===== config.mk =====
export PLATFORM = sky130hd
export DESIGN_NAME = uart_rx
export DESIGN_NICKNAME = d
export VERILOG_FILES = /design/src/rtl/uart_pkg.sv /design/src/rtl/uart_baud_gen.sv /design/src/rtl/uart_rx.sv
export SDC_FILE = /design/constraint.sdc
export NUM_CORES = 1
export LEC_CHECK = 0
export ABC_CLOCK_PERIOD_IN_PS = 2410
export CAP_MARGIN = 15
export CORE_ASPECT_RATIO = 1.2
export CORE_MARGIN = 5
export CORE_UTILIZATION = 40
export CTS_BUF_LIST = sky130_fd_sc_hd__clkbuf_8
export CTS_CLUSTER_DIAMETER = 200
export DETAILED_ROUTE_END_ITERATION = 10
export DONT_BUFFER_PORTS = 1
export GPL_TIMING_DRIVEN = 0
export PLACE_DENSITY_LB_ADDON = 0.3
export SLEW_MARGIN = 20
export SYNTH_ARGS = -nofsm -noshare
export SYNTH_HDL_FRONTEND = slang
export SYNTH_SLANG_ARGS = --single-unit

===== constraint.sdc =====
create_clock -name CLKip -period 2.41 [get_ports CLKip]
set_clock_uncertainty 0.05 [all_clocks]
set_input_delay 0.482 -clock CLKip [delete_from_list [all_inputs] [get_ports CLKip]]
set_output_delay 0.482 -clock CLKip [all_outputs]
set_load 0.005 [all_outputs]

===== src/rtl/uart_pkg.sv =====
// Shared UART definitions: receiver state encoding, baud divisor calculation
// and a parity helper used by both directions of the link.
package uart_pkg;

  typedef enum logic [2:0] {
    IDLE,
    START,
    DATA,
    PARITY,
    STOP,
    BREAK
  } uart_rx_state_t;

  // Clocks per oversample tick, rounded to nearest.
  function automatic int calc_div(input int clk, input int baud, input int os);
    return (clk + (baud * os) / 2) / (baud * os);
  endfunction

  // XOR of all bits; callers zero-extend narrower words.
  function automatic logic xor_reduce(input logic [63:0] v);
    return ^v;
  endfunction

endpackage


===== src/rtl/uart_baud_gen.sv =====
// Oversample tick generator: one-cycle TICKo every DIV clocks, restartable
// at phase 0 through a synchronous clear.
module uart_baud_gen #(
  parameter int DIV = 2
) (
  input  logic CLKip,
  input  logic RSTi,
  input  logic CLRi,
  output logic TICKo
);

  localparam int CW = (DIV > 1) ? $clog2(DIV) : 1;
  localparam logic [CW-1:0] LAST = CW'(DIV - 1);

  logic [CW-1:0] cnt_q;
  logic [CW-1:0] cnt_d;

  always_comb begin
    cnt_d = cnt_q + CW'(1);
    if (CLRi || (cnt_q == LAST)) begin
      cnt_d = '0;
    end
  end

  always_ff @(posedge CLKip or posedge RSTi) begin
    if (RSTi) begin
      cnt_q <= '0;
    end else begin
      cnt_q <= cnt_d;
    end
  end

  assign TICKo = (cnt_q == LAST) && !CLRi;

endmodule


===== src/rtl/uart_rx.sv =====
// Oversampling UART receiver feeding the RX FIFO write port: majority-voted
// bits, optional parity, mid-stop frame resolution with error/overrun pulses.
module uart_rx
  import uart_pkg::*;
#(
  parameter int CLK_FREQ   = 50_000_000,
  parameter int BAUD       = 115200,
  parameter int OVERSAMPLE = 16,
  parameter int DATA_WIDTH = 8,
  parameter int PARITY_EN  = 0,
  parameter int PARITY_ODD = 0
) (
  input  logic                  CLKip,
  input  logic                  RSTi,
  input  logic                  RXi,
  input  logic                  FULLi,
  output logic [DATA_WIDTH-1:0] DATAo,
  output logic                  VALIDo,
  output logic                  BUSYo,
  output logic                  FRAME_ERRo,
  output logic                  PARITY_ERRo,
  output logic                  OVERRUNo
);

  localparam int DIV = calc_div(CLK_FREQ, BAUD, OVERSAMPLE);
  localparam int M   = OVERSAMPLE / 2;
  localparam int SW  = $clog2(OVERSAMPLE);
  localparam int BW  = $clog2(DATA_WIDTH + 1);

  if (DIV < 2) begin : g_div_check
    $error("uart_rx: DIV=%0d is below 2; clock too slow for BAUD*OVERSAMPLE", DIV);
  end
  if ((OVERSAMPLE < 8) || (OVERSAMPLE % 2 != 0)) begin : g_os_check
    $error("uart_rx: OVERSAMPLE=%0d must be even and at least 8", OVERSAMPLE);
  end
  if ((DATA_WIDTH < 1) || (DATA_WIDTH > 64)) begin : g_dw_check
    $error("uart_rx: DATA_WIDTH=%0d out of range 1..64", DATA_WIDTH);
  end

  uart_rx_state_t        state_q, state_d;
  logic [1:0]            sync_q, sync_d;
  logic [SW-1:0]         s_cnt_q, s_cnt_d;
  logic [BW-1:0]         bit_cnt_q, bit_cnt_d;
  logic [DATA_WIDTH-1:0] shift_q, shift_d;
  logic [DATA_WIDTH-1:0] data_q, data_d;
  logic [1:0]            vote_q, vote_d;
  logic                  par_err_q, par_err_d;
  logic                  valid_q, valid_d;
  logic                  ferr_q, ferr_d;
  logic                  perr_q, perr_d;
  logic                  ovr_q, ovr_d;

  logic rx_s;
  logic tick;
  logic decide;
  logic bit_end;
  logic majority;

  assign rx_s = sync_q[1];

  // Ticks run only while a frame is in progress, so every frame starts at phase 0.
  uart_baud_gen #(
    .DIV(DIV)
  ) u_baud_gen (
    .CLKip(CLKip),
    .RSTi (RSTi),
    .CLRi (state_q == IDLE),
    .TICKo(tick)
  );

  // Votes land on the ticks taking s_cnt to M-1 and M; the third is live on the M+1 tick.
  assign decide   = tick && (s_cnt_q == SW'(M));
  assign bit_end  = tick && (s_cnt_q == SW'(OVERSAMPLE - 1));
  assign majority = (vote_q[0] & vote_q[1]) | (vote_q[0] & rx_s) | (vote_q[1] & rx_s);

  always_comb begin
    sync_d    = {sync_q[0], RXi};
    state_d   = state_q;
    s_cnt_d   = s_cnt_q;
    bit_cnt_d = bit_cnt_q;
    shift_d   = shift_q;
    data_d    = data_q;
    vote_d    = vote_q;
    par_err_d = par_err_q;
    valid_d   = 1'b0;
    ferr_d    = 1'b0;
    perr_d    = 1'b0;
    ovr_d     = 1'b0;

    if (tick) begin
      s_cnt_d = bit_end ? '0 : s_cnt_q + SW'(1);
      if (s_cnt_q == SW'(M - 2)) vote_d[0] = rx_s;
      if (s_cnt_q == SW'(M - 1)) vote_d[1] = rx_s;
    end

    case (state_q)
      IDLE: begin
        s_cnt_d   = '0;
        bit_cnt_d = '0;
        par_err_d = 1'b0;
        if (!rx_s) state_d = START;
      end
      START: begin
        if (decide && majority) begin
          state_d = IDLE;
        end else if (bit_end) begin
          state_d = DATA;
        end
      end
      DATA: begin
        if (decide) shift_d = DATA_WIDTH'({majority, shift_q} >> 1);
        if (bit_end) begin
          if (bit_cnt_q == BW'(DATA_WIDTH - 1)) begin
            bit_cnt_d = '0;
            state_d   = (PARITY_EN != 0) ? PARITY : STOP;
          end else begin
            bit_cnt_d = bit_cnt_q + BW'(1);
          end
        end
      end
      PARITY: begin
        if (decide) begin
          par_err_d = (xor_reduce(64'(shift_q)) ^ majority) != 1'(PARITY_ODD);
        end
        if (bit_end) state_d = STOP;
      end
      STOP: begin
        // Resolve at mid-stop so a back-to-back start edge is never missed.
        if (decide) begin
          state_d = IDLE;
          perr_d  = par_err_q;
          if (!majority) begin
            ferr_d  = 1'b1;
            state_d = BREAK;
          end else if (!par_err_q) begin
            if (FULLi) begin
              ovr_d = 1'b1;
            end else begin
              valid_d = 1'b1;
              data_d  = shift_q;
            end
          end
        end
      end
      BREAK: begin
        if (rx_s) state_d = IDLE;
      end
      default: state_d = IDLE;
    endcase
  end

  always_ff @(posedge CLKip or posedge RSTi) begin
    if (RSTi) begin
      state_q   <= IDLE;
      sync_q    <= 2'b11;
      s_cnt_q   <= '0;
      bit_cnt_q <= '0;
      shift_q   <= '0;
      data_q    <= '0;
      vote_q    <= '0;
      par_err_q <= 1'b0;
      valid_q   <= 1'b0;
      ferr_q    <= 1'b0;
      perr_q    <= 1'b0;
      ovr_q     <= 1'b0;
    end else begin
      state_q   <= state_d;
      sync_q    <= sync_d;
      s_cnt_q   <= s_cnt_d;
      bit_cnt_q <= bit_cnt_d;
      shift_q   <= shift_d;
      data_q    <= data_d;
      vote_q    <= vote_d;
      par_err_q <= par_err_d;
      valid_q   <= valid_d;
      ferr_q    <= ferr_d;
      perr_q    <= perr_d;
      ovr_q     <= ovr_d;
    end
  end

  assign DATAo       = data_q;
  assign VALIDo      = valid_q;
  assign BUSYo       = (state_q != IDLE);
  assign FRAME_ERRo  = ferr_q;
  assign PARITY_ERRo = perr_q;
  assign OVERRUNo    = ovr_q;

endmodule


==> out/qor.csv, run 1 <==
metric,value,unit
num_rows,28,
finalHoldViolCount,0,
slew_violations,0,
outcome,completed,
cp-start-kind,flip-flop,
synth_fp_nets,181,
ys_warn_count,0,
pin_count,17,
netlist.top_cell.by_area,dfrtp_1,
die_area,0.00643,sq mm
tritoncts,done,
critical_path_arrival,2.26,ns
synthTopCellsByArea,"dfrtp_1, mux2_2, ha_1",
drc,0,
die_height,86.8,um
synth-edff-count,0,
power_density,585,mW/mm^2
viasPerCell,5.43,
clockRootBuffer,clkbuf_8,
clock-sinks,41,
ys_types,45,
power_leakage,0.984,nW
timing.final.crit_share,88.4,%
cap_violations,0,
fillers,446,
multi_input_area,881,sq um
wl_per_cell,15.0,um
place_congestion,0.805,
hp-class,in -> async,
dp_hpwl,2760,um
wl,3600,um
hold_buffers,0,
layout_common_cells,"dfrtp_1, mux2_2, nor2_1, nand2_1",
end_kind,flip-flop,
die_width,74.0,um
grt_use_total,12.7,%
tightestPinTransition,0.592,ns
async_flop_share,100,%
htree_levels,2,
cts_max_path_buffers,2,
avgSynthCellArea,11.5,sq um
synthesis.area,0.00197,sq mm
setup_viol_count_final,0,
numPortBuffers,0,
dr.pass1.iters,4,
start_util,40.4,%
drive_gt1_share,21.1,%
syn_inst,171,
dpl_cell_area,0.00207,sq mm
grt_pass1_vias,1345,
yosysSeqAreaShare,52.3,%
fin_tns_setup,0,ns
numCtsBuffers,5,
grt_max_degree,23,
core_region_area,0.00487,sq mm
required,2.54,ns
overflow,0,
peakVddDrop,0.391,mV
final_nets,189,
whs,0.0310,ns
drtIter0Drc,77,
finalCriticalPeriod,2.13,ns
clock_latency,0.29,ns
grt_pass1_wl,6270,um
antenna_cells,0,
area_growth,11.3,%
ys_ff_latch,41,
synth_top_area_share,49.6,%
cts_setup_buffers,0,
ff_latch_area,0.00103,sq mm
path_clk_slew,0.08,ns
timing.fmax,0.469,GHz
num_vias,1303,
cts_resized,0,
antenna_found_initial,0,
ys.flop_type,dfrtp_1,
rsz0062_at_grt,no,
crit_fanout,8,
layout_commonest_cell,dfrtp_1,
criticalPathCategory,reg -> reg,
ant_nets,0,
stdcell_area,0.00219,sq mm
maxSlewHeadroom,60.2,%
## metal layers
metal | wire, um | up-vias | global-route usage, %
met5 | 0 | - | 0
met4 | 57 | 0 | 5.60
met3 | 164 | 7 | 3.83
met2 | 1880 | 25 | 20.8
met1 | 1500 | 651 | 15.2
li1 | - | 620 | -
## synthesized netlist by cell type (3+ instances only)
| cell | count |
|---|---|
| a31oi_1 | 4 |
| dfrtp_1 | 39 |
| nor3_1 | 3 |
| a21oi_1 | 5 |
| clkbuf_1 | 3 |
| nand2_1 | 13 |
| inv_1 | 8 |
| mux2_2 | 18 |
| nor2_1 | 13 |
| nand3_1 | 6 |
| o21ai_0 | 4 |
| xnor2_1 | 7 |
| ha_1 | 6 |
| xor2_1 | 3 |
## path summary, 6_finish.rpt
check / startpoint / endpoint / slack, ns / depth (start not counted)
max: s_cnt_q[0] / DATAo[4] / 0.28 / 6
min: RSTi / s_cnt_q[2] / 0.03 / 1
max reg2reg: s_cnt_q[0] / DATAo[4] / 0.28 / 6
min reg2reg: sync_q[0] / sync_q[1] / 0.31 / 0
max in group asynchronous: RSTi / sync_q[1] / 1.74 / 2
min in group CLKip: RXi / sync_q[0] / 0.13 / 0
## report_power, final
part           switching [mW]  total (mW)  leakage (nW)  internal (mW)
Sequential            0.00133       0.692         0.541          0.690
Clock                   0.234       0.571        0.0574          0.337
Combinational          0.0139      0.0191         0.386        0.00519
## registers in the layout, indices dropped and copies added (netlist names), 2 cells and up
| register | cells |
|---|---|
| vote_q | 2 |
| u_baud_gen.cnt_q | 5 |
| sync_q | 2 |
| state_q | 3 |
| DATAo | 8 |
| shift_q | 8 |
| s_cnt_q | 4 |
| bit_cnt_q | 4 |
## through the flow
step                      util (%)  setup WS [ns]  std cells  total power, mW
after floorplan                  -          0.533        171            0.716
after global placement        41.9          0.346        231            0.719
after detailed placement      42.5          0.284        232            0.726
after CTS                     45.0          0.269        240             1.30
after global routing          45.0          0.123        240             1.33
final                         45.0          0.279        240             1.28
## layout make-up
cell class,count,area share [%]
well taps,60,3.43
clock buffers,6,3.77
inverters,8,1.37
repair buffers,1,1.26
clock inverters,2,1.71
flip-flops and latches,41,47.0
multi-input cells,117,40.2
plain buffers,5,1.26
## kinds of logic after synthesis
group | synth area share [%]
flops | 52.3
buf+inv | 2.93
simple gates | 16.2
compound gates | 8.40
xor+xnor | 5.60
mux | 10.3
fa+ha+maj | 4.33
## critical path, cell delays in order, from the launching register on
cell	delay, ns
dfrtp_1	0.44
inv_1	0.12
ha_1	0.14
and3b_2	0.22
nand2_1	0.10
nor4_4	0.53
mux2_2	0.41
(Power assumes the default switching activity.)
==> run 2, diff against run 1 <==
Settings changed: ABC_AREA set to 1, PLACE_DENSITY set to 0.61, PLACE_DENSITY_LB_ADDON 0.3 to unset.
==> run 2 against run 1 <==
Compared with the run above: via count is 9.4% higher; global-route usage is 0.56 points lower; synthesized area hardly changed; utilization is 0.051 points lower; count of clock-buffer cells in the layout stayed put; synthesized cell count is 32% higher; largest cell class unchanged; clock power is 1% lower; hold slack worse by 0.017 ns.
==> out/qor.csv, run 2 <==
metric,value,unit,change
die_width,74.0,um,about the same
place_congestion,0.845,,+5.0%
area_growth,11.1,%,
finalCriticalPeriod,1.86,ns,-0.267 ns
whs,0.0140,ns,-0.0170 ns
met3_usage,3.83,%,unchanged
timing.fmax,0.536,GHz,+14%
grt_pass1_wl,6000,um,-4.3%
numPortBuffers,0,,unchanged
p_int,1.03,mW,-0.31%
gr-usage-met1,15.9,%,+0.62 points
globalRouteMet2Util,18.8,%,-2.0 points
die_height,86.8,um,about the same
p_clk_share,44.2,%,-0.3 points
criticalPathCategory,reg -> reg,,
avgSynthCellArea,8.75,sq um,-24%
drc,0,,unchanged
overflow,0,,unchanged
combPwrFrac,1.6,%,about the same
layout_common_cells,"nand2_1, dfrtp_1, inv_1, o21ai_1, nand3_1",,
synth_fp_nets,235,,+30%
wl_per_cell,11.5,um,-23%
cap_violations,0,,unchanged
tritoncts,done,,
cts_resized,0,,unchanged
crit_fanout,10,,+2
core_region_area,0.00487,sq mm,unchanged
die_area,0.00643,sq mm,about the same
fin_tns_setup,0,ns,unchanged
ys_types,28,,-38%
grt_pass1_vias,1340,,-0.37%
cts_max_path_buffers,2,,unchanged
yosysSeqAreaShare,52.3,%,about the same
critical_path_arrival,1.99,ns,-0.27 ns
synthTopCellsByArea,"dfrtp_1, nand2_1, inv_1",,
wl,3390,um,-5.8%
reg2reg_slack,0.55,ns,+0.27 ns
grt_use_total,12.2,%,-0.56 points
final_nets,243,,+29%
ys_ff_latch,41,,unchanged
hp-class,in -> async,,
antenna_cells,0,,unchanged
pin_count,17,,unchanged
num_vias,1426,,+9.4%
numCtsBuffers,5,,unchanged
path_clk_slew,0.08,ns,about the same
slew_violations,0,,unchanged
syn_inst,225,,+32%
ys_warn_count,0,,unchanged
power_density,583,mW/mm^2,-0.38%
viasPerCell,4.85,,-11%
finalHoldViolCount,0,,unchanged
yosysMostFrequentCell,nand2_1,,
ant_nets,0,,unchanged
end_kind,flip-flop,,
num_rows,28,,unchanged
power_leakage,1.06,nW,+7.9%
synth_top_area_share,49.6,%,about the same
required,2.54,ns,about the same
ys.flop_type,dfrtp_1,,
cp-start-kind,flip-flop,,
dp_hpwl,2540,um,-8.2%
drtIter0Drc,56,,-27%
clock-sinks,41,,unchanged
p_sw_share,19.3,%,-0.15 points
start_util,40.4,%,about the same
outcome,completed,,
busiest_layer,met2,,
drive_gt1_share,12.4,%,-8.7 points
netlist.top_cell.by_area,dfrtp_1,,
hold_buffers,0,,unchanged
grt_max_degree,25,,+8.7%
tightestPinTransition,0.608,ns,+0.0156 ns
clockRootBuffer,clkbuf_8,,
maxSlewHeadroom,59.2,%,-1.0 points
async_flop_share,100,%,unchanged
htree_levels,2,,unchanged
dr.pass1.iters,4,,unchanged
ys_top_cells_by_count,"nand2_1, dfrtp_1, inv_1",,
layout_commonest_cell,nand2_1,,
peakVddDrop,0.280,mV,-28%
rsz0062_at_grt,no,,
synth-edff-count,0,,unchanged
clock_latency,0.29,ns,about the same
p_switching,0.247,mW,-1.2%
cts_setup_buffers,0,,unchanged
antenna_found_initial,0,,unchanged
timing.final.crit_share,77.4,%,-11 points
setup_viol_count_final,0,,unchanged
seq_power_share,54.2,%,+0.2 points
synthesis.area,0.00197,sq mm,about the same
run 2: cell count changes after synthesis, moves of 5 or more:
cell / previous run / this run
nand2_2: 0 / 5
nand2_1: 13 / 58
inv_1: 8 / 25
mux2_2: 18 / 0
o21ai_1: 0 / 18
nand3_1: 6 / 14
inv_2: 0 / 7
run 2: layout make-up:
cell class,count,area (sq um)
multi-input combinational,148,797
timing repair buffer,1,27.5
sequential,41,1030
fill,501,2680
buffer,2,12.5
tap,60,75.1
clock inverter,2,33.8
inverter,34,130
clock buffer,6,82.6
run 2: final timing paths:
check / startpoint / to / cells past startpoint
min: RSTi / vote_q[0] / 1
min reg2reg: sync_q[0] / sync_q[1] / 0
max in group asynchronous: RSTi / bit_cnt_q[2] / 2
max: u_baud_gen.cnt_q[0] / DATAo[7] / 10
min in group CLKip: RXi / sync_q[0] / 0
max reg2reg: u_baud_gen.cnt_q[0] / DATAo[7] / 10
run 2: through the flow:
step	instances	power (mW)	instance area (sq um)	util [%]	worst slack [ns]
finish	294	1.28	2190	44.9	0.546
CTS	294	1.29	2190	44.9	0.500
global placement	285	0.721	2040	42.0	0.474
floorplan	225	0.716	1970	-	0.769
global route	294	1.33	2190	44.9	0.329
detailed placement	286	0.727	2070	42.5	0.513
run 2: cells by family (layout without fill, tap and decap cells):
| kind of cell | count (synthesis) | after routing | synth area share, % |
|---|---|---|---|
| and+or+nand+nor | 102 | 102 | 23.7 |
| DFF | 41 | 41 | 52.3 |
| buffers and inverters | 36 | 45 | 7.25 |
| AOI/OAI and AO/OA | 27 | 27 | 7.12 |
| xor gates and xnor gates | 12 | 12 | 5.34 |
| adders and majority gates | 6 | 6 | 3.81 |
| muxes | 1 | 1 | 0.509 |
run 2: critical path: stages, from the launching register on:
cell	delay, ns
dfrtp_1	0.41
inv_1	0.07
ha_1	0.15
nand2_1	0.07
nor2_1	0.17
nand4_1	0.21
inv_2	0.12
nand4_4	0.14
buf_2	0.24
nand2_1	0.07
o21ai_1	0.06
run 2: routing by layer:
metal / up-vias / part of all wire, %
li1: 738 / -
met1: 658 / 47
met2: 25 / 46
met3: 5 / 4.6
met4: 0 / 1.6
met5: - / 0
run 2: power by group through the flow:
stage          Sequential [mW]  Combinational [mW]  Clock (mW)
2_1_floorplan            0.705              0.0117           0
4_1_cts                  0.691              0.0219       0.579
5_1_grt                  0.692              0.0240       0.614
6_report                 0.691              0.0203       0.564
3_3_place_gp             0.705              0.0160           0
3_5_place_dp             0.705              0.0219           0
==> run 3, diff against run 2 <==
Settings changed: ABC_CLOCK_PERIOD_IN_PS 2410 to 1850.
Clock period 2.41 ns to 1.85 ns, I/O delays scaled along.
==> run 3 against run 2 <==
Compared with the run above: power is 30% higher; hold slack improved by 0.30 ns; routed wire length grew 7.8%; non-clock buffer count increased by 6; global-route usage is 0.19 points lower; worst setup slack got worse by 0.41 ns; die area unchanged; combinational power grew 54%; count of clock-buffer cells in the layout stayed put; sequential power grew 30%; clock power increased by 30%; first-iteration DRC count fell by 3.6%.
==> out/qor.csv, run 3 (synthesis results as in run 2) <==
metric,value,unit,change
peakVddDrop,0.360,mV,+29%
wl_met1,1640,um,+2.2%
design_power_total,1.66,mW,+30%
path_clk_slew,0.08,ns,about the same
min_to,sync_q[1],,
fillers,483,,-3.6%
wl,3650,um,+7.8%
maxSlewHeadroom,59.4,%,+0.24 points
p_sw_share,19.3,%,-0.034 points
clock_latency,0.29,ns,about the same
power_density,723,mW/mm^2,+24%
cap_violations,0,,unchanged
cp-start-kind,flip-flop,,
hold_start,sync_q[0],,
top_signal_layer_used,met4,,
hold_depth,0,,
start_util,40.4,%,unchanged
combPwrFrac,1.9,%,+0.3 points
grt_use_total,12.0,%,-0.19 points
hp-class,reg -> reg,,
drtIter0Drc,54,,-3.6%
p_clk_share,44.0,%,-0.2 points
stdcell_area,0.00230,sq mm,+5.3%
viasPerCell,4.85,,about the same
die_area,0.00643,sq mm,unchanged
finalCriticalPeriod,1.72,ns,-0.146 ns
p_int,1.34,mW,+31%
die_width,74.0,um,unchanged
rr_worst_depth,10,,unchanged
tightestPinTransition,0.604,ns,-0.00361 ns
layout_commonest_cell,nand2_1,,
grt_pass1_vias,1337,,-0.22%
ant_nets,0,,unchanged
crit_top_cell,nand2_1,,
p_switching,0.321,mW,+30%
antenna_cells,0,,unchanged
grt_max_degree,25,,unchanged
dp_hpwl,2540,um,unchanged
timing.fmax,0.582,GHz,+8.5%
crit_fanout,8,,-2
cts_max_path_buffers,2,,unchanged
pin_count,17,,unchanged
area_growth,17.0,%,
outcome,completed,,
whs,0.310,ns,+0.296 ns
required,1.98,ns,-0.56 ns
drc,0,,unchanged
wl_per_cell,12.1,um,+5.3%
dr.pass1.iters,4,,unchanged
dr_wl_met2,1800,um,+14%
r2r-end,DATAo[4],,
reg2reg_slack,0.13,ns,-0.41 ns
dpl_cell_area,0.00207,sq mm,unchanged
critical_path_arrival,1.85,ns,-0.14 ns
numPortBuffers,0,,unchanged
finalHoldViolCount,0,,unchanged
final_nets,250,,+2.9%
core_region_area,0.00487,sq mm,unchanged
die_height,86.8,um,unchanged
seq_power_share,54.1,%,about the same
timing.final.crit_share,92.9,%,+16 points
slew_violations,0,,unchanged
setup_viol_count_final,0,,unchanged
numCtsBuffers,5,,unchanged
num_vias,1461,,+2.5%
criticalPathCategory,reg -> reg,,
layout_common_cells,"nand2_1, dfrtp_1, inv_1, o21ai_1, nand3_1",,
tritoncts,done,,
power_leakage,1.10,nW,+3.2%
utilization,47.3,%,+2.4 points
clockRootBuffer,clkbuf_8,,
r2r_start,s_cnt_q[1],,
end_kind,flip-flop,,
num_rows,28,,unchanged
clock-sinks,41,,unchanged
cp_slowest_stage_delay,0.42,ns,about the same
antenna_found_initial,0,,unchanged
drive_gt1_share,18.7,%,+6.3 points
overflow,0,,unchanged
cpMaxStageDelayCell,dfrtp_1,,
place_congestion,0.845,,unchanged
grt_pass1_wl,5940,um,-1.0%
crit_chain,inv_1 > ha_1 > nand2_1 > nor2_2 > nand4_1 > inv_2 > buf_12 > nand4_4 > nand2_1 > o21ai_1,,
htree_levels,2,,unchanged
met3WireLength,166,um,+5.7%
==> run 3: area by class of cell <==
type	count	area, sq um	area share, %
timing repair buffer	8	97.6	4.24
multi-input combinational	149	845	36.7
clock inverter	2	33.8	1.47
sequential	41	1030	44.6
inverter	34	130	5.65
buffer	1	11.3	0.489
tap	60	75.1	3.26
clock buffer	6	82.6	3.59
==> run 3: metrics by stage <==
stage                     cells  TNS (ns)  setup WS, ns
after floorplan             225         0         0.209
after global routing        301   -0.0349       -0.0160
after global placement      285   -0.0306       -0.0129
after CTS                   295         0       0.00250
after detailed placement    286    -0.144       -0.0468
final                       301         0         0.132
==> run 3: worst max path at each step <==
stage | end | cells after the start | startpoint
6_report | DATAo[4] | 10 | s_cnt_q[1]
5_1_grt | state_q[1] | 12 | u_baud_gen.cnt_q[0]
4_1_cts | shift_q[0] | 12 | u_baud_gen.cnt_q[0]
3_5_place_dp | DATAo[0] | 10 | u_baud_gen.cnt_q[0]
3_3_place_gp | DATAo[7] | 10 | u_baud_gen.cnt_q[0]
2_1_floorplan | state_q[2] | 12 | u_baud_gen.cnt_q[0]
==> run 3: power by group through the flow <==
stage | Combinational, mW | Sequential [mW] | Clock (mW)
after CTS | 0.0304 | 0.901 | 0.755
final | 0.0313 | 0.901 | 0.732
after global routing | 0.0362 | 0.901 | 0.800
after floorplan | 0.0152 | 0.918 | 0
after detailed placement | 0.0286 | 0.918 | 0
after global placement | 0.0208 | 0.918 | 0
==> run 3: what timing repair did <==
| action | in CTS | in global routing |
|---|---|---|
| setup endpoints to repair | 11 | 23 |
| resized for setup | 1 | 12 |
| endpoints found under the hold margin | 15 | 1 |
| hold buffers | 1 | 1 |
| gates cloned | 0 | 1 |
| setup buffers | 1 | 4 |
| pin swaps | 1 | 4 |
==> run 3: per-layer routing <==
| metal | track usage, % | up-vias |
|---|---|---|
| li1 | - | 752 |
| met5 | 0 | - |
| met3 | 3.83 | 5 |
| met2 | 18.8 | 23 |
| met1 | 15.3 | 681 |
| met4 | 4.45 | 0 |
==> run 3: worst max-delay path, delay by kind of cell (launching register included) <==
family / cells / cell delay, ns
buf+inv: 3 / 0.34
simple gates: 5 / 0.61
flops: 1 / 0.42
compound gates: 1 / 0.06
fa+ha+maj: 1 / 0.14
